[config.mk]
export PLATFORM = sky130hd
export DESIGN_NAME = gate_truth_table_engine
export DESIGN_NICKNAME = d
export VERILOG_FILES = /design/src/rtl/gate_tt_pkg.sv /design/src/rtl/gate_eval.sv /design/src/rtl/gate_truth_table_engine.sv
export SDC_FILE = /design/constraint.sdc
export NUM_CORES = 1
export LEC_CHECK = 0
export BUFFER_PORTS_ARGS = -buffer_cell sky130_fd_sc_hd__buf_4
export CAP_MARGIN = 20
export CORE_AREA = 3 3 40 42
export DETAILED_ROUTE_END_ITERATION = 12
export DIE_AREA = 0 0 43 45
export PLACE_DENSITY = 0.67
export REMOVE_ABC_BUFFERS = 1
export SLEW_MARGIN = 20
export SYNTH_ARGS = -nofsm -noshare
export SYNTH_HDL_FRONTEND = slang
export SYNTH_SLANG_ARGS = --single-unit
[constraint.sdc]
create_clock -name clk -period 3.8 [get_ports clk]
set_input_delay 0 -clock clk [delete_from_list [all_inputs] [get_ports clk]]
set_output_delay 0 -clock clk [all_outputs]
set_load 0.01 [all_outputs]
[src/rtl/gate_tt_pkg.sv]
// Shared definitions for the gate truth-table engine: gate mode codes,
// default mode width and the sweep FSM state encoding.
package gate_tt_pkg;

  localparam int MODE_W = 3;

  localparam int GATE_AND  = 0;
  localparam int GATE_OR   = 1;
  localparam int GATE_NAND = 2;
  localparam int GATE_NOR  = 3;
  localparam int GATE_XOR  = 4;
  localparam int GATE_XNOR = 5;

  typedef enum logic [1:0] {
    IDLE = 2'd0,
    RUN  = 2'd1,
    DONE = 2'd2
  } state_t;

  // Codes above GATE_XNOR are reserved and rejected at start.
  function automatic logic mode_legal(input int m);
    return (m >= GATE_AND) && (m <= GATE_XNOR);
  endfunction

endpackage

[src/rtl/gate_eval.sv]
// Combinational N_IN-input gate reduction: applies the selected gate
// function to vec. Reserved modes evaluate to 0.
module gate_eval
  import gate_tt_pkg::*;
#(
  parameter int N_IN   = 2,
  parameter int MODE_W = 3
) (
  input  logic [N_IN-1:0]   vec,
  input  logic [MODE_W-1:0] mode,
  output logic              y
);

  always_comb begin
    y = 1'b0;
    case (int'(mode))
      GATE_AND:  y = &vec;
      GATE_OR:   y = |vec;
      GATE_NAND: y = ~&vec;
      GATE_NOR:  y = ~|vec;
      GATE_XOR:  y = ^vec;
      GATE_XNOR: y = ~^vec;
      default:   y = 1'b0;
    endcase
  end

endmodule

[src/rtl/gate_truth_table_engine.sv]
// Self-sequencing truth-table sweep over all 2^N_IN input vectors,
// streamed over valid/ready. Optional dut_y compare under TT_CHECK_EN.
module gate_truth_table_engine #(
  parameter int N_IN   = 2,
  parameter int MODE_W = gate_tt_pkg::MODE_W
) (
  input  logic              clk,
  input  logic              rst_n,
  input  logic              start,
  input  logic [MODE_W-1:0] mode,
  output logic              busy,
  output logic              out_valid,
  input  logic              out_ready,
  output logic [N_IN-1:0]   out_vec,
  output logic              out_y,
  output logic              done,
  output logic              cfg_err
`ifdef TT_CHECK_EN
  ,
  input  logic              dut_y,
  output logic [N_IN:0]     mismatch_cnt
`endif
);
  import gate_tt_pkg::*;

  state_t              state, state_nxt;
  logic [MODE_W-1:0]   mode_q, mode_nxt;
  logic [N_IN-1:0]     vec_nxt;
  logic                busy_nxt, valid_nxt, done_nxt, err_nxt;
  logic                load_y, eval_y, accept, last_vec, start_ok;

  assign accept   = out_valid & out_ready;
  assign last_vec = (out_vec == '1);

  // Evaluate the gate on the vector being loaded, so out_y is registered
  // alongside out_vec in the same edge.
  gate_eval #(.N_IN(N_IN), .MODE_W(MODE_W)) u_eval (
    .vec  (vec_nxt),
    .mode (mode_nxt),
    .y    (eval_y)
  );

  always_comb begin
    state_nxt = state;
    mode_nxt  = mode_q;
    vec_nxt   = out_vec;
    busy_nxt  = busy;
    valid_nxt = out_valid;
    done_nxt  = 1'b0;
    err_nxt   = 1'b0;
    load_y    = 1'b0;
    start_ok  = 1'b0;
    case (state)
      IDLE: begin
        if (start) begin
          if (mode_legal(int'(mode))) begin
            state_nxt = RUN;
            mode_nxt  = mode;
            vec_nxt   = '0;
            load_y    = 1'b1;
            busy_nxt  = 1'b1;
            valid_nxt = 1'b1;
            start_ok  = 1'b1;
          end else begin
            err_nxt = 1'b1;
          end
        end
      end
      RUN: begin
        if (accept) begin
          if (last_vec) begin
            state_nxt = DONE;
            busy_nxt  = 1'b0;
            valid_nxt = 1'b0;
            done_nxt  = 1'b1;
          end else begin
            vec_nxt = out_vec + N_IN'(1);
            load_y  = 1'b1;
          end
        end
      end
      DONE: begin
        state_nxt = IDLE;
      end
      default: begin
        state_nxt = IDLE;
        busy_nxt  = 1'b0;
        valid_nxt = 1'b0;
      end
    endcase
  end

  always_ff @(posedge clk) begin
    if (!rst_n) begin
      state     <= IDLE;
      mode_q    <= '0;
      out_vec   <= '0;
      out_y     <= 1'b0;
      busy      <= 1'b0;
      out_valid <= 1'b0;
      done      <= 1'b0;
      cfg_err   <= 1'b0;
    end else begin
      state     <= state_nxt;
      mode_q    <= mode_nxt;
      out_vec   <= vec_nxt;
      busy      <= busy_nxt;
      out_valid <= valid_nxt;
      done      <= done_nxt;
      cfg_err   <= err_nxt;
      if (load_y) out_y <= eval_y;
    end
  end

`ifdef TT_CHECK_EN
  // Counter is N_IN+1 bits so a full-sweep mismatch (2^N_IN) never wraps.
  always_ff @(posedge clk) begin
    if (!rst_n) begin
      mismatch_cnt <= '0;
    end else if (start_ok) begin
      mismatch_cnt <= '0;
    end else if (accept && (dut_y != out_y)) begin
      mismatch_cnt <= mismatch_cnt + (N_IN+1)'(1);
    end
  end
`else
  logic unused_start_ok;
  assign unused_start_ok = start_ok;
`endif

endmodule

==> out/qor.csv, run 1 <==
stage,metric,value,unit
logic_synthesis,Cell variety after synth,33,
logic_synthesis,post-synthesis sequential area ratio,0.387,
sta,final hold violation count,0,
worst_hold_path,worst hold start,mode[1],
worst_setup_path,"Max FO, Critical Path",8,
sta,Final setup viols,0,
worst_setup_path,Critical Path End Type,flip-flop,
worst_setup_path,WP data arrival,2.11,ns
logic_synthesis,asr flop ratio synth,0,
worst_setup_path,"Top cell by count, worst path",nor2_1,
placed_design,DP HPWL,854,um
die,Core Region,0.00128,mm2
clock_network,clock sink count,11,
drt,vias per inst,5.23,
worst_hold_path,Hold Path Sink,mode_q[1]$_SDFF_PN0_,
die,# IOs,14,
worst_setup_path,worst flop-to-flop path startpoint,state[0]$_SDFFE_PN0P_,
logic_synthesis,Area contributors post-synth,"dfxtp_1, and2_1, nand2_1",
worst_setup_path,Reg2Reg Depth,7,
worst_setup_path,CP cell instances,or3b_1 -> nor2_1 -> nor2_1 -> ha_1 -> nand4b_1 -> o211ai_1 -> a21oi_2,
drt,WL per Instance,11.6,um
sta,final worst-path cycle share,0.513,
placed_design,port buffer count,13,
logic_synthesis,cell count after synthesis,62,
clock_network,"Setup Fix Bufs, Post-CTS",0,
sta,Worst-Margin Slew,0.377,ns
drt,drt pass-1 iters,4,
worst_setup_path,CP bufs+invs,0,
worst_setup_path,Top delay family on crit path,simple AND/OR/NAND/NOR gates,
logic_synthesis,Syn. warnings,0,
cells_and_area,n_diodes,0,
worst_hold_path,min-delay worst type,input pin to flip-flop,
sta,slew margin rel.,0.745,
power_and_ir_drop,Power Density,376,mW/mm2
grt,initial antenna violation count,0,
clock_network,CTS clock-pin slew for the worst setup and hold paths,0.07,ns
sta,Final Max Slew Viols,0,
drt,drt drc,0,
logic_synthesis,number of flops mapped to enable cells by yosys,0,
worst_setup_path,crit path kind,flip-flop to flip-flop,
cells_and_area,share of cells above drive strength 1,0.256,
sta,RSZ-0062 raised after global routing,false,
logic_synthesis,synth cell count leaders,"dfxtp_1, nand2_1, nor2_1",
drt,First DRT Iteration DRCs,9,
worst_setup_path,CP max-delay cell,or3b_1,
grt,vias in the first global route,443,
die,Initial Utilization,0.443,
cells_and_area,"Core Util, Final",0.547,
sta,Fmax achieved,0.513,GHz
logic_synthesis,post-synthesis average cell area,9.18,um2
worst_hold_path,WHS Path Cells,3,
flow_run,max-capacitance violation count,0,
clock_network,H-tree depth,1,
worst_setup_path,CP Depth,7,
logic_synthesis,top cell type's share of synthesized area,0.387,
logic_synthesis,Synth Flop Type,dfxtp_1,
worst_setup_path,"Largest stage delay, worst path",0.51,ns
grt,GR Util All Layers,0.131,
worst_setup_path,Worst R2R Setup Slack,1.85,ns
grt,total congestion overflow,0,
worst_setup_path,crit start category,flip-flop,
clock_network,CTS tree,yes,
logic_synthesis,#FFs+latches synth,11,
placed_design,GPL Wtd Cong,0.788,
worst_setup_path,Critical R2R Capture,out_y$_SDFFE_PN0P_,
die,Rows,13,
logic_synthesis,Synth area leader,dfxtp_1,
die,die width,43,um
grt,largest net degree at the start of global routing,9,
sta,Post-Route Setup TNS,0,ns
clock_network,clock tree buffer depth,2,
die,Die Footprint,0.00194,mm2
logic_synthesis,cell with the most instances after synthesis,dfxtp_1,
cells_and_area,Area Growth Syn to Fin,23.5,%
sta,Tmin final,1.95,ns
power_and_ir_drop,IR Drop Worst-Case VDD,0.190,mV
drt,final wirelength,1.08,mm
clock_network,Num CTS Buffers,3,
sta,Worst Skew,0.00231,ns
run_status,status,completed,
clock_network,CTS root buffer,clkbuf_4,
grt,first-pass GRT wire length,1.84,mm
logic_synthesis,Post-Synthesis Cell Area,569,um2
power_and_ir_drop,total power,0.264,mW
cells_and_area,Total Nets Final,87,
power_and_ir_drop,P_leak,0.305,nW
clock_network,Worst-Skew Late Latency,0.27,ns
drt,Detail Route Antenna Nets,0,
die,Die Ht,45,um
drt,detailed-route via count,486,
worst_setup_path,worst endpoint required time,3.96,ns
stage by stage:
step	setup slack (ns)	hold WS, ns	area, um2	instances
global route	1.73	0.101	703	93
CTS	1.85	0.0661	703	93
floorplan	2.02	0.118	551	60
global placement	1.84	0.269	667	88
finish	1.85	0.0779	703	93
detailed placement	1.86	0.267	667	88
where the power goes:
part	internal, mW	switching (mW)	total [mW]
registers	0.123	0.00610	0.129
logic	0.0274	0.0272	0.0545
clock network	0.0407	0.0402	0.0809
total	0.191	0.0735	0.264
timing repair:
item,4_1_cts,5_1_grt
hold buffers,1,0
endpoints found under the hold margin,3,0
resized for setup,0,0
how the worst max path moves through the flow:
| stage | startpoint | to | slack (ns) |
|---|---|---|---|
| final | state[0]$_SDFFE_PN0P_ | out_y$_SDFFE_PN0P_ | 1.85 |
| after global routing | state[0]$_SDFFE_PN0P_ | out_y$_SDFFE_PN0P_ | 1.73 |
| after CTS | state[0]$_SDFFE_PN0P_ | out_y$_SDFFE_PN0P_ | 1.85 |
| after detailed placement | state[0]$_SDFFE_PN0P_ | out_y$_SDFFE_PN0P_ | 1.86 |
| after global placement | state[0]$_SDFFE_PN0P_ | out_y$_SDFFE_PN0P_ | 1.84 |
| after floorplan | state[0]$_SDFFE_PN0P_ | out_y$_SDFFE_PN0P_ | 2.02 |
metal layers:
metal | vias to the layer above | wire (um) | part of all wire | global-route usage
met5 | - | 0 | 0 | 0
met4 | 0 | 19 | 0.018 | 0.0723
met3 | 3 | 67 | 0.062 | 0.0677
met2 | 9 | 472 | 0.44 | 0.192
met1 | 213 | 522 | 0.48 | 0.155
li1 | 261 | - | - | -
cell families after synthesis:
family	count (synthesis)	share of synthesized area
AND/OR/NAND/NOR	30	0.297
buffers and inverters	4	0.0462
AO/OA/AOI/OAI	16	0.248
adder cells (fa/ha/maj)	1	0.0220
flip-flops	11	0.387
tightest hold or removal path, delay by kind of cell:
family,cells,cell delay [ns]
and+or+nand+nor,1,0.10
AOI/OAI and AO/OA,1,0.13
buffers and inverters,1,0.09
cell usage in the layout, fill, tap and decap left out, drive strengths merged:
| cell | synthesis | layout |
|---|---|---|
| buf | 2 | 13 |
| nor4b | 1 | 1 |
| and2 | 4 | 4 |
| o211ai | 1 | 1 |
| and4b | 1 | 1 |
| clkbuf | 0 | 4 |
| nand4b | 1 | 1 |
| ha | 1 | 1 |
| a21oi | 3 | 3 |
| nor2 | 5 | 5 |
| o22ai | 1 | 1 |
| nand3 | 2 | 2 |
| and3 | 3 | 3 |
| nor3 | 2 | 2 |
| o22a | 2 | 2 |
| nor2b | 1 | 1 |
| a41o | 1 | 1 |
| a31oi | 2 | 2 |
| dlygate4sd3 | 0 | 1 |
| a22o | 1 | 1 |
| o21a | 1 | 1 |
| inv | 2 | 2 |
| or3b | 1 | 1 |
| dfxtp | 11 | 11 |
| o21ai | 2 | 2 |
| or3 | 1 | 1 |
| nor3b | 2 | 2 |
| a21boi | 2 | 2 |
| nand2 | 6 | 6 |
state kept, by name (all words and copies together) (netlist names):
signal / count
state: 2
out_y: 1
cfg_err: 1
mode_q: 3
out_vec: 2
out_valid: 1
done: 1
cell type report:
cell class              instances  area [um2]
flip-flops and latches         11         220
repair buffers                 14         108
inverters                       2        7.51
multi-input cells              47         323
fillers                       117         582
well taps                      15        18.8
clock buffers                   4        26.3
(Power assumes the default switching activity.)
==> run 2: changes to the inputs <==
--- a/config.mk
+++ b/config.mk
@@ -5,12 +5,13 @@
 export SDC_FILE = /design/constraint.sdc
 export NUM_CORES = 1
 export LEC_CHECK = 0
+export ABC_AREA = 1
 export BUFFER_PORTS_ARGS = -buffer_cell sky130_fd_sc_hd__buf_4
 export CAP_MARGIN = 20
-export CORE_AREA = 3 3 40 42
+export CORE_MARGIN = 3
+export CORE_UTILIZATION = 45
 export DETAILED_ROUTE_END_ITERATION = 12
-export DIE_AREA = 0 0 43 45
-export PLACE_DENSITY = 0.67
+export PLACE_DENSITY = 0.72
 export REMOVE_ABC_BUFFERS = 1
 export SLEW_MARGIN = 20
 export SYNTH_ARGS = -nofsm -noshare
==> constraint.sdc (replaced) <==
create_clock -name clk -period 1.7 [get_ports clk]
set_input_delay 0 -clock clk [delete_from_list [all_inputs] [get_ports clk]]
set_output_delay 0 -clock clk [all_outputs]
set_load 0.01 [all_outputs]
==> run 2 against run 1 <==
Synthesized cell count is 35% higher. Clock power is 120% higher. Cell count is 31% higher. Sequential power is 120% higher. Non-clock buffer count is 7 higher. Largest cell class unchanged. Largest power group unchanged. Highest routed layer unchanged.
==> out/qor.csv, run 2 <==
stage,metric,value,unit,change
worst_hold_path,WHS Path Cells,3,,unchanged
cells_and_area,"commonest non-fill, non-tap cell in the layout",buf_4,,
worst_setup_path,Critical Path End Type,flip-flop,,
logic_synthesis,top cell type's share of synthesized area,0.366,,-0.0209
die,Die Ht,42.6,um,-5.4%
cells_and_area,Area Growth Syn to Fin,44.3,%,
die,Initial Utilization,0.507,,+0.0643
worst_setup_path,Worst R2R Setup Slack,0.13,ns,-1.72 ns
logic_synthesis,post-synthesis sequential area ratio,0.366,,-0.0209
logic_synthesis,asr flop ratio synth,0,,unchanged
cells_and_area,share of cells above drive strength 1,0.500,,+0.244
worst_setup_path,Critical R2R Capture,out_y$_SDFFE_PN0P_,,
grt,total congestion overflow,0,,unchanged
grt,largest net degree at the start of global routing,10,,+1
worst_setup_path,crit start category,flip-flop,,
run_status,status,completed,,
clock_network,CTS tree,yes,,
sta,slew margin rel.,0.804,,+0.0587
logic_synthesis,number of flops mapped to enable cells by yosys,0,,unchanged
sta,Final Max Slew Viols,0,,unchanged
worst_setup_path,worst flop-to-flop path startpoint,state[0]$_SDFFE_PN0P_,,
logic_synthesis,Cell variety after synth,20,,-39%
logic_synthesis,Area contributors post-synth,"dfxtp_1, nand2_1, inv_1",,
sta,final hold violation count,0,,unchanged
cells_and_area,n_diodes,0,,unchanged
grt,initial antenna violation count,0,,unchanged
logic_synthesis,post-synthesis average cell area,7.16,um2,-22%
worst_setup_path,"Max FO, Critical Path",3,,-5
die,# IOs,14,,unchanged
die,Rows,12,,-1
drt,drt pass-1 iters,4,,unchanged
die,die width,42.6,um,-1.0%
logic_synthesis,Synth area leader,dfxtp_1,,
drt,met3 wire len,55,um,-18%
logic_synthesis,cell with the most instances after synthesis,nand2_1,,
sta,Worst-Margin Slew,0.291,ns,-0.0858 ns
drt,vias per inst,4.91,,-6.0%
grt,first-pass GRT wire length,2.03,mm,+11%
cells_and_area,Regs by FF count,"mode_q x3, out_vec x2, state x2",,
power_and_ir_drop,P_leak,0.434,nW,+42%
logic_synthesis,Synth Flop Type,dfxtp_1,,
clock_network,H-tree depth,1,,unchanged
worst_setup_path,Reg2Reg Depth,13,,+6
power_and_ir_drop,IR Drop Worst-Case VDD,0.492,mV,+160%
worst_hold_path,Hold Path Sink,cfg_err$_SDFF_PN0_,,
drt,drt drc,0,,unchanged
drt,Detail Route Antenna Nets,0,,unchanged
logic_synthesis,synth cell count leaders,"nand2_1, inv_1, dfxtp_1",,
sta,Post-Route Setup TNS,0,ns,unchanged
cells_and_area,Total Nets Final,117,,+34%
drt,WL per Instance,11.4,um,-2.3%
drt,detailed-route via count,599,,+23%
logic_synthesis,#FFs+latches synth,11,,unchanged
sta,final worst-path cycle share,0.924,,+0.412
worst_setup_path,crit path kind,flip-flop to flip-flop,,
cells_and_area,max reg flops,3,,unchanged
drt,Top Metal Used,met4,,
clock_network,Worst-Skew Late Latency,0.27,ns,about the same
placed_design,GPL Wtd Cong,0.778,,-1.2%
drt,met2 WL,664,um,+41%
worst_hold_path,worst hold start,start,,
power_and_ir_drop,Power Density,701,mW/mm2,+86%
logic_synthesis,cell count after synthesis,84,,+35%
worst_setup_path,WP data arrival,1.72,ns,-0.39 ns
sta,Hold WS,0.0344,ns,-0.0435 ns
clock_network,clock tree buffer depth,2,,unchanged
sta,Fmax achieved,0.636,GHz,+24%
placed_design,DP HPWL,966,um,+13%
clock_network,CTS clock-pin slew for the worst setup and hold paths,0.07,ns,about the same
sta,Tmin final,1.57,ns,-0.377 ns
logic_synthesis,Syn. warnings,0,,unchanged
grt,vias in the first global route,503,,+14%
placed_design,port buffer count,13,,unchanged
drt,M1 wire length,643,um,+23%
flow_run,max-capacitance violation count,0,,unchanged
clock_network,Num CTS Buffers,3,,unchanged
die,Core Region,0.00119,mm2,-7.7%
logic_synthesis,Post-Synthesis Cell Area,602,um2,+5.7%
sta,Final setup viols,0,,unchanged
drt,final wirelength,1.39,mm,+28%
worst_hold_path,min-delay worst type,input pin to flip-flop,,
grt,GR Util All Layers,0.153,,+0.0219
cells_and_area,most frequent cells in the layout,"buf_4, nand2_1, inv_1",,
clock_network,clock sink count,11,,unchanged
worst_setup_path,worst endpoint required time,1.85,ns,-2.11 ns
clock_network,CTS root buffer,clkbuf_4,,
drt,First DRT Iteration DRCs,9,,unchanged
sta,Worst Skew,0.00651,ns,+0.00420 ns
die,Die Footprint,0.00181,mm2,-6.3%
cells_and_area,Reg with most FFs,mode_q,,
## run 2: cell count changes after synthesis, sizes merged, moves of 2 or more
cell | before | now
nand2 | 6 | 22
nor2 | 5 | 12
o22a | 2 | 0
nand3 | 2 | 8
nor3b | 2 | 0
inv | 2 | 14
and3 | 3 | 0
o21ai | 2 | 6
a21boi | 2 | 0
a31oi | 2 | 0
and2 | 4 | 0
## run 2: what timing repair did
action / CTS / global route
hold endpoints to repair: 1 / 0
setup endpoints to repair: 0 / 1
buffers inserted: 0 / 3
resized for setup: 0 / 24
hold buffers: 1 / 0
## run 2: through the flow
stage | instance area, um2 | utilization | power (mW) | instances | worst slack (ns)
2_1_floorplan | 594 | - | 0.373 | 83 | 0.0596
3_3_place_gp | 739 | 0.623 | 0.419 | 114 | 0.0667
3_5_place_dp | 739 | 0.623 | 0.421 | 114 | 0.0361
4_1_cts | 776 | 0.654 | 0.603 | 119 | 0.0119
5_1_grt | 868 | 0.732 | 0.652 | 122 | -0.0136
6_report | 868 | 0.732 | 0.609 | 122 | 0.129
## run 2: layer usage
layer,GRT usage,vias up
li1,-,312
met3,0.0258,4
met4,0.112,0
met5,0,-
met1,0.197,273
met2,0.225,10
## run 2: worst max path at each step
stage | from | end | slack (ns) | cells past startpoint
6_report | state[0]$_SDFFE_PN0P_ | out_y$_SDFFE_PN0P_ | 0.13 | 13
5_1_grt | state[0]$_SDFFE_PN0P_ | out_y$_SDFFE_PN0P_ | -0.01 | 14
4_1_cts | state[0]$_SDFFE_PN0P_ | out_y$_SDFFE_PN0P_ | 0.01 | 14
3_5_place_dp | state[0]$_SDFFE_PN0P_ | out_y$_SDFFE_PN0P_ | 0.04 | 13
3_3_place_gp | state[0]$_SDFFE_PN0P_ | out_y$_SDFFE_PN0P_ | 0.07 | 13
2_1_floorplan | out_valid$_SDFFE_PN0P_ | out_y$_SDFFE_PN0P_ | 0.06 | 12
## run 2: logic make-up after synthesis
group,Yosys count,synth area share
AOI/OAI and AO/OA,10,0.108
DFF,11,0.366
buffers and inverters,16,0.106
and+or+nand+nor,46,0.399
adders and majority gates,1,0.0208
## run 2: cell type report
type / instances / area [um2]
Clock buffer: 4 / 26.3
Tap cell: 14 / 17.5
Fill cell: 98 / 318
Multi-Input combinational cell: 57 / 373
Sequential cell: 11 / 235
Inverter: 15 / 56.3
Timing Repair Buffer: 21 / 160
## run 2: where the power goes
part | switching [mW] | internal (mW) | total (mW)
Combinational | 0.0825 | 0.0670 | 0.149
Sequential | 0.0116 | 0.269 | 0.281
Clock | 0.0875 | 0.0909 | 0.178
## run 2: worst max-delay path, stage by stage, from the launching register on
cell	delay, ns
dfxtp_4	0.37
inv_2	0.05
nor2_4	0.13
nand3_2	0.11
nand2_2	0.09
nand2_2	0.07
inv_2	0.07
ha_4	0.19
nand3_1	0.08
nand3_1	0.08
nand2_1	0.06
nand2_1	0.05
nand2_2	0.06
a21oi_2	0.04
==> run 3: changes to the inputs <==
--- a/config.mk
+++ b/config.mk
@@ -5,13 +5,12 @@
 export SDC_FILE = /design/constraint.sdc
 export NUM_CORES = 1
 export LEC_CHECK = 0
-export ABC_AREA = 1
 export BUFFER_PORTS_ARGS = -buffer_cell sky130_fd_sc_hd__buf_4
 export CAP_MARGIN = 20
-export CORE_MARGIN = 3
-export CORE_UTILIZATION = 45
+export CORE_AREA = 3 3 40 42
 export DETAILED_ROUTE_END_ITERATION = 12
-export PLACE_DENSITY = 0.72
+export DIE_AREA = 0 0 43 45
+export PLACE_DENSITY = 0.7
 export REMOVE_ABC_BUFFERS = 1
 export SLEW_MARGIN = 20
 export SYNTH_ARGS = -nofsm -noshare
==> run 3 against run 2 <==
Critical path depth decreased by 6. Clock skew decreased by 0.0050 ns. Cell count decreased by 16%. Maximum frequency decreased by 7.2%. Routed wire length increased by 3.7%. Non-clock buffer count increased by 2.
==> out/qor.csv, run 3 (synthesis gave the netlist of run 1 again) <==
stage,metric,value,unit,change
placed_design,port buffer count,13,,unchanged
worst_setup_path,worst flop-to-flop path startpoint,out_valid$_SDFFE_PN0P_,,
worst_hold_path,min-delay worst type,input pin to flip-flop,,
worst_setup_path,Setup crit end,out_y$_SDFFE_PN0P_,,
clock_network,clock sink count,11,,unchanged
run_status,status,completed,,
die,Rows,13,,+1
drt,First DRT Iteration DRCs,13,,+4
worst_setup_path,Critical R2R Capture,out_y$_SDFFE_PN0P_,,
sta,Worst-Margin Slew,0.370,ns,+0.0792 ns
drt,vias per inst,5.45,,+11%
sta,Final setup viols,0,,unchanged
power_and_ir_drop,P_leak,0.352,nW,-19%
drt,drt drc,0,,unchanged
cells_and_area,Storage cell area,224,um2,-4.8%
clock_network,CTS clock-pin slew for the worst setup and hold paths,0.07,ns,about the same
clock_network,Num CTS Buffers,3,,unchanged
clock_network,CTS root buffer,clkbuf_4,,
clock_network,clock tree buffer depth,2,,unchanged
power_and_ir_drop,Power Density,788,mW/mm2,+12%
sta,final worst-path cycle share,0.996,,+0.0713
grt,gr busiest metal,met2,,
die,die width,43,um,+1.0%
worst_setup_path,Critical Path End Type,flip-flop,,
drt,Detail Route Antenna Nets,0,,unchanged
cells_and_area,Filler Cell Count,128,,+31%
worst_setup_path,CP cell instances,and3_4 -> a31oi_1 -> o22a_1 -> ha_1 -> nand4b_1 -> o211ai_1 -> a21oi_2,,
clock_network,CTS tree,yes,,
placed_design,placed insts,95,,-17%
grt,GR Util All Layers,0.134,,-0.0187
cells_and_area,Reg with most FFs,mode_q,,
grt,largest net degree at the start of global routing,8,,-2
drt,detailed-route via count,556,,-7.2%
cells_and_area,"commonest non-fill, non-tap cell in the layout",buf_4,,
grt,met2 GRT Util,0.204,,-0.0213
grt,M1 GR Usage,0.167,,-0.0299
die,Die Ht,45,um,+5.7%
worst_setup_path,worst endpoint required time,1.87,ns,+0.02 ns
grt,GR Util met3,0.0598,,+0.0340
power_and_ir_drop,IR Drop Worst-Case VDD,0.441,mV,-10%
die,Initial Utilization,0.443,,-0.0643
die,# IOs,14,,unchanged
sta,slew margin rel.,0.750,,-0.0542
cells_and_area,area occupied by multi-input gates,347,um2,-7.0%
cells_and_area,Area Growth Syn to Fin,40.9,%,
sta,Final Max Slew Viols,0,,unchanged
cells_and_area,Total Nets Final,96,,-18%
cells_and_area,max reg flops,3,,unchanged
worst_setup_path,WP data arrival,1.86,ns,+0.14 ns
cells_and_area,"Core Util, Final",0.624,,-0.108
worst_setup_path,CP max-delay cell,dfxtp_2,,
grt,initial antenna violation count,0,,unchanged
drt,drt pass-1 iters,4,,unchanged
placed_design,DP HPWL,990,um,+2.4%
sta,Tmin final,1.69,ns,+0.121 ns
sta,Worst Skew,0.00151,ns,-0.00500 ns
die,Die Footprint,0.00194,mm2,+6.8%
flow_run,max-capacitance violation count,0,,unchanged
drt,WL per Instance,14.1,um,+24%
worst_setup_path,"Largest stage delay, worst path",0.36,ns,about the same
worst_setup_path,crit path kind,flip-flop to flip-flop,,
grt,total congestion overflow,0,,unchanged
worst_setup_path,Reg2Reg Depth,7,,-6
placed_design,GPL Wtd Cong,0.805,,+3.4%
worst_setup_path,crit path launch,out_valid$_SDFFE_PN0P_,,
clock_network,H-tree depth,1,,unchanged
cells_and_area,share of cells above drive strength 1,0.437,,-0.0632
clock_network,Worst-Skew Late Latency,0.27,ns,about the same
die,Core Region,0.00128,mm2,+8.3%
worst_setup_path,Worst R2R Setup Slack,0.007,ns,-0.12 ns
cells_and_area,Regs by FF count,"mode_q x3, out_vec x2, state x2",,
sta,final hold violation count,0,,unchanged
cells_and_area,n_diodes,0,,unchanged
drt,final wirelength,1.44,mm,+3.7%
cells_and_area,most frequent cells in the layout,"buf_4, dfxtp_1, nand2_1",,
sta,RSZ-0062 raised after global routing,true,,
worst_setup_path,crit start category,flip-flop,,
sta,Fmax achieved,0.591,GHz,-7.2%
grt,first-pass GRT wire length,1.84,mm,-9.5%
grt,vias in the first global route,450,,-11%
worst_setup_path,"Max FO, Critical Path",5,,+2
power_and_ir_drop,total power,0.632,mW,+3.9%
cells_and_area,Post-Layout Cell Count,102,,-16%
## run 3: cell count changes in the layout (fill, tap and decap cells not counted), moves of 4 or more
cell,delta
nand3_2,-4
o21ai_0,-4
dfxtp_4,-4
inv_2,-5
inv_1,-7
nand2_2,-7
nand2_1,-8
nor2_4,-4
and2_1,+4
## run 3: critical path, delay by kind of cell, from the launching register on
family / cells / cell delay, ns
flops: 1 / 0.36
simple gates: 2 / 0.38
fa+ha+maj: 1 / 0.30
compound gates: 4 / 0.54
## run 3: per-stage QoR
stage | instance area (um2) | hold slack (ns) | worst slack, ns | setup TNS [ns]
final | 802 | 0.0810 | 0.00736 | 0
after global routing | 802 | 0.122 | -0.0696 | -0.0696
after CTS | 763 | 0.0808 | 0.00164 | 0
after detailed placement | 719 | 0.268 | 0.0122 | 0
after global placement | 719 | 0.268 | 0.0349 | 0
after floorplan | 551 | 0.118 | -0.0827 | -0.0827
## run 3: final cells by class
type                            instances  area share
Sequential cell                        11       0.279
Tap cell                               15      0.0234
Multi-Input combinational cell         47       0.432
Timing Repair Buffer                   23       0.223
Clock buffer                            4      0.0328
Inverter                                2     0.00936
## run 3: where the power goes
group / total, mW / internal (mW) / switching [mW]
registers: 0.288 / 0.276 / 0.0121
logic: 0.162 / 0.0861 / 0.0760
clock network: 0.182 / 0.0911 / 0.0911
## run 3: metal layers
layer  up-vias  wire (um)
met5         -          0
met4         0         21
met3         4         98
met2        19        678
met1       256        639
li1        277          -
## run 3: worst min path at each step
stage	start	endpoint	slack (ns)	cells after the start
finish	mode[1]	mode_q[1]$_SDFF_PN0_	0.08	3
global route	mode[1]	mode_q[1]$_SDFF_PN0_	0.12	3
CTS	mode[1]	mode_q[1]$_SDFF_PN0_	0.08	3
detailed placement	rst_n	out_valid$_SDFFE_PN0P_	0.27	2
global placement	rst_n	mode_q[2]$_SDFF_PN0_	0.27	2
floorplan	rst_n	out_valid$_SDFFE_PN0P_	0.12	1
## run 3: what timing repair did
action,4_1_cts,5_1_grt
gates resized for setup,3,8
pin swaps,1,7
buffers inserted,0,2
setup endpoints to repair,1,1
endpoints found under the hold margin,2,0
hold buffers,1,0
